<file path="config.mk">
export PLATFORM = sky130hd
export DESIGN_NAME = ncl_q4_wavefront_driver_flat
export DESIGN_NICKNAME = d
export VERILOG_FILES = /design/src/rtl/ncl_q4_wavefront_driver_if.sv /design/src/rtl/ncl_q4_wavefront_driver.sv /design/src/flat_wrapper.sv
export SDC_FILE = /design/constraint.sdc
export NUM_CORES = 1
export LEC_CHECK = 0
export ABC_AREA = 1
export CORE_UTILIZATION = 35
export DETAILED_ROUTE_END_ITERATION = 8
export PLACE_DENSITY = 0.52
export SLEW_MARGIN = 20
export SYNTH_ARGS = -nofsm -noshare
export SYNTH_HDL_FRONTEND = slang
export SYNTH_SLANG_ARGS = --single-unit
</file>
<file path="constraint.sdc">
create_clock -name clk -period 4.15 [get_ports clk]
set_input_delay 0.83 -clock clk [delete_from_list [all_inputs] [get_ports clk]]
set_output_delay 0.83 -clock clk [all_outputs]
set_load 0.01 [all_outputs]
</file>
<file path="src/rtl/ncl_q4_wavefront_driver_if.sv">
// ncl_q4_wavefront_driver_if: value handshake, quad-rail bus, ki/y_obs and status signals of the wavefront driver.
interface ncl_q4_wavefront_driver_if #(parameter int CNT_W = 16);
   logic             data_valid;
   logic [1:0]       data_in;
   logic             in_ready;
   logic [3:0]       rails;
   logic             ki;
   logic             y_obs;
   logic             mismatch;
   logic             err;
   logic [CNT_W-1:0] wave_cnt;
   modport master(input data_valid, data_in, ki, y_obs, output in_ready, rails, mismatch, err, wave_cnt);
   modport slave(output data_valid, data_in, ki, y_obs, input in_ready, rails, mismatch, err, wave_cnt);
endinterface

</file>
<file path="src/rtl/ncl_q4_wavefront_driver.sv">
// ncl_q4_wavefront_driver: drives 1-of-4 DATA/NULL wavefronts paced by ki and checks the th14 detector output.
module ncl_q4_wavefront_driver #(
   parameter int SETTLE  = 4,
   parameter int TIMEOUT = 64,
   parameter int CNT_W   = 16
) (
   input logic clk,
   input logic rst,
   ncl_q4_wavefront_driver_if.master bus
);
   localparam int TW = $clog2(TIMEOUT + 1);
   localparam logic [1:0] S_NULL = 2'd0, S_DATA = 2'd1, S_RTN = 2'd2, S_ERR = 2'd3;
   logic [1:0]       state_q, state_d;
   logic [3:0]       rails_q, rails_d;
   logic [TW-1:0]    st_q, st_d, wt_q, wt_d;
   logic             mm_q, mm_d, err_q, err_d;
   logic [CNT_W-1:0] cnt_q, cnt_d;
   logic             settle_done, chk, busy, leave, tout;
   assign bus.in_ready = !rst && state_q == S_NULL && settle_done && bus.ki;
   assign bus.rails    = rails_q;
   assign bus.mismatch = mm_q;
   assign bus.err      = err_q;
   assign bus.wave_cnt = cnt_q;
   // st_q saturates at SETTLE; the detector is sampled once, on the edge that completes settling
   always_comb begin
      settle_done = st_q == TW'(SETTLE);
      chk = st_q == TW'(SETTLE - 1);
      busy = state_q == S_DATA || state_q == S_RTN;
      leave = settle_done && (state_q == S_DATA ? !bus.ki : bus.ki);
      tout = wt_q == TW'(TIMEOUT - 1);
      state_d = state_q;
      rails_d = rails_q;
      st_d = settle_done ? st_q : st_q + TW'(1);
      wt_d = busy ? wt_q + TW'(1) : '0;
      mm_d = mm_q | (chk && busy && (bus.y_obs == (state_q == S_RTN)));
      err_d = err_q;
      cnt_d = cnt_q;
      if (state_q == S_NULL && bus.data_valid && bus.in_ready) begin
         state_d = S_DATA;
         rails_d = 4'b0001 << bus.data_in;
         st_d = '0;
      end else if (busy && leave) begin
         state_d = state_q == S_DATA ? S_RTN : S_NULL;
         rails_d = '0;
         st_d = state_q == S_DATA ? '0 : TW'(SETTLE);
         wt_d = '0;
         cnt_d = state_q == S_RTN ? cnt_q + CNT_W'(1) : cnt_q;
      end else if (busy && tout) begin
         state_d = S_ERR;
         rails_d = '0;
         err_d = 1'b1;
      end
   end
   always_ff @(posedge clk) begin
      if (rst) begin
         state_q <= S_NULL;
         rails_q <= '0;
         st_q <= '0;
         wt_q <= '0;
         mm_q <= 1'b0;
         err_q <= 1'b0;
         cnt_q <= '0;
      end else begin
         state_q <= state_d;
         rails_q <= rails_d;
         st_q <= st_d;
         wt_q <= wt_d;
         mm_q <= mm_d;
         err_q <= err_d;
         cnt_q <= cnt_d;
      end
   end
endmodule

</file>
<file path="src/flat_wrapper.sv">
// flat-port wrapper written by rule: the top's interface ports become plain ports
module ncl_q4_wavefront_driver_flat 
#(
   parameter int SETTLE  = 4,
   parameter int TIMEOUT = 64,
   parameter int CNT_W   = 16
)
  (clk, rst, bus_data_valid, bus_data_in, bus_ki, bus_y_obs, bus_in_ready, bus_rails, bus_mismatch, bus_err, bus_wave_cnt);
  ncl_q4_wavefront_driver_if #(.CNT_W(CNT_W)) bus_i ();
  input logic clk;
  input logic rst;
  input wire logic [$bits(bus_i.data_valid)-1:0] bus_data_valid;
  input wire logic [$bits(bus_i.data_in)-1:0] bus_data_in;
  input wire logic [$bits(bus_i.ki)-1:0] bus_ki;
  input wire logic [$bits(bus_i.y_obs)-1:0] bus_y_obs;
  output wire logic [$bits(bus_i.in_ready)-1:0] bus_in_ready;
  output wire logic [$bits(bus_i.rails)-1:0] bus_rails;
  output wire logic [$bits(bus_i.mismatch)-1:0] bus_mismatch;
  output wire logic [$bits(bus_i.err)-1:0] bus_err;
  output wire logic [$bits(bus_i.wave_cnt)-1:0] bus_wave_cnt;
  assign bus_i.data_valid = bus_data_valid;
  assign bus_i.data_in = bus_data_in;
  assign bus_i.ki = bus_ki;
  assign bus_i.y_obs = bus_y_obs;
  assign bus_in_ready = bus_i.in_ready;
  assign bus_rails = bus_i.rails;
  assign bus_mismatch = bus_i.mismatch;
  assign bus_err = bus_i.err;
  assign bus_wave_cnt = bus_i.wave_cnt;
  ncl_q4_wavefront_driver #(.SETTLE(SETTLE), .TIMEOUT(TIMEOUT), .CNT_W(CNT_W)) u_core (.clk(clk), .rst(rst), .bus(bus_i));
endmodule
</file>
==> results_dict.tcl <==
set metrics [dict create \
    cp-end-kind "primary output" \
    synth_ff_type "dfxtp_1" \
    fin_skew_ns 0.00846 \
    start_kind "primary input" \
    grt_overflow_total 0 \
    antenna_found_initial 0 \
    avgViaCountPerCell 4.74 \
    cts_setup_buffers 0 \
    tns_ns 0 \
    rrSetupSlack_ns 2.22 \
    coreArea_um2 5610 \
    die_y_um 79.2 \
    synth_top_area_cell "dfxtp_1" \
    final_layout_size_suffix_gt1_frac 0.103 \
    dieArea_um2 6260 \
    clock.fmax_ghz 0.313 \
    layout_common_cells "nand2_1, nor2_1, dfxtp_1" \
    timing.final.crit_period_ns 3.19 \
    design_area_um2 2530 \
    dp_hpwl_um 3370 \
    drc 0 \
    grt_pass1_wl_um 7990 \
    place_inst 384 \
    grt_max_degree 17 \
    rsz0062_at_grt "false" \
    p_int_mw 0.547 \
    combPwrFrac 0.119 \
    finalHoldViolCount 0 \
    cts.sinks 38 \
    slew_viol_final 0 \
    yosysTopAreaCellShare 0.365 \
    worst_pin_slew_ns 0.458 \
    cts_tree "built" \
    wl_per_cell_um 11.8 \
    relSlewSlack 0.693 \
    io_buffers 29 \
    fin_crit_sh 0.770 \
    path_clk_slew_ns 0.08 \
    path_max_fanout 16 \
    ys_warn_count 0 \
    fp.dieW_um 79.2 \
    cts_hold_buf 0 \
    pwr-share-clk 0.360 \
    vias 1857 \
    crit_type "in2out" \
    initial_core_util 0.371 \
    cts_buffer_depth 2 \
    hold_class "reg2reg" \
    seqPwrFrac 0.521 \
    ys_ff_latch 38 \
    setup_viol 0 \
    dr.pass1.iters 4 \
    numCtsBuffers 5 \
    ios 30 \
    antennaDiodeCount 0 \
    p_sw_frac 0.269 \
    synthesis.nets 301 \
    areaGrowthSynthToFinish_pct 21.4 \
    p_leak_nw 0.945 \
    ys_seq_area_frac 0.365 \
    status "finished, final reports clean" \
    postSynth.asyncResetShare 0 \
    final_common_cell "nand2_1" \
    rows 27 \
    cts_resized 0 \
    placed_area_um2 2440 \
    powerDensity_nw_per_um2 296 \
    p_sw_mw 0.201 \
    synth_edf_count 0 \
    syn_inst 287 \
    track_usage 0.162 \
    crit_arrival_ns 2.36 \
    synthTopCellsByArea "dfxtp_1, nand2_1, nor2_1" \
    cts_max_level 2 \
    synth.cell_area_um2 2080 \
    ant_nets 0 \
    insertion_delay_ns 0.29 \
    ctsRootBufferMaster "clkbuf_8" \
    yosysUniqueCellTypes 31 \
    nNetsFinal 333 \
    drv_cap 0 \
    grt_pass1_vias 1723 \
    irDropWorstVdd_mv 0.120 \
    cp_data_required_time_ns 3.32 \
    wirelength_um 4630 \
    gp_congestion 0.759 \
    avgSynthCellArea_um2 7.26 \
    drtIter0Drc 81 \
    fin_cells 392 \
]
## registers in the layout, summed over array words and instances, names as in the netlist
signal and flops:
u_core.bus.err 1, u_core.bus.mismatch 1, u_core.bus.rails 4, u_core.bus.wave_cnt 16, u_core.st_q 7, u_core.state_q 2
u_core.wt_q 7
## final cells by class
type                       count  area (µm²)
clock buffer                   7        86.3
multi-input combinational    213        1170
tap                           72        90.1
sequential                    38         761
timing repair buffer          30         298
clock inverter                 1        5.00
fill                         605        3080
inverter                      31         118
## cell usage after synthesis (3+ instances only)
cell type / count
nand2_1: 70
nor2_1: 55
dfxtp_1: 38
inv_1: 30
nand3_1: 19
a21oi_1: 13
nand4_1: 9
ha_1: 7
a21oi_2: 5
xor2_1: 5
xnor2_1: 4
clkbuf_1: 3
nand3_2: 3
nor2_4: 3
## through the flow
step                      hold WS [ns]  power (mW)   util  setup slack [ns]
final                            0.475       0.748  0.451             0.956
after global placement           0.432       0.488  0.435             0.933
after detailed placement         0.465       0.487  0.435             0.933
after floorplan                  0.418       0.464      -              2.08
after CTS                        0.476       0.763  0.451             0.922
after global routing             0.501       0.788  0.451             0.877
## worst max-delay path, cell delays in order
cell and delay (ns):
clkdlybuf4s50_1 0.43, clkinv_2 0.25, nand3_2 0.16, nor2_1 0.14
clkdlybuf4s50_1 0.54
## metal layers
| metal | routed length, µm | global-route usage | up-vias |
|---|---|---|---|
| li1 | - | - | 980 |
| met2 | 2000 | 0.251 | 27 |
| met1 | 2430 | 0.221 | 845 |
| met3 | 160 | 0.0356 | 5 |
| met5 | 0 | 0 | - |
| met4 | 42 | 0.0545 | 0 |
## worst paths after layout
path,startpoint,endpoint,depth (start not counted)
min reg2reg,u_core.wt_q[0]$_SDFF_PP0_,u_core.wt_q[0]$_SDFF_PP0_,1
max,rst,bus_in_ready,5
min,u_core.wt_q[0]$_SDFF_PP0_,u_core.wt_q[0]$_SDFF_PP0_,1
max reg2reg,u_core.state_q[0]$_SDFFE_PP0P_,u_core.bus.wave_cnt[1]$_SDFFE_PP0P_,7
## kinds of logic (layout without fill, tap and decap cells)
logic type	Yosys count	in the layout	share of synthesized area
compound gates	26	26	0.0889
xor+xnor	9	9	0.0378
fa+ha+maj	7	7	0.0420
simple gates	171	171	0.393
buf+inv	36	69	0.0727
flops	38	38	0.365
## power by group through the flow
stage | registers (mW) | clock network, mW | logic, mW
2_1_floorplan | 0.396 | 0 | 0.0688
3_3_place_gp | 0.398 | 0 | 0.0899
3_5_place_dp | 0.399 | 0 | 0.0888
4_1_cts | 0.390 | 0.283 | 0.0898
5_1_grt | 0.393 | 0.296 | 0.0995
6_report | 0.390 | 0.269 | 0.0888
No activity file was read; power rests on OpenSTA's default activity.
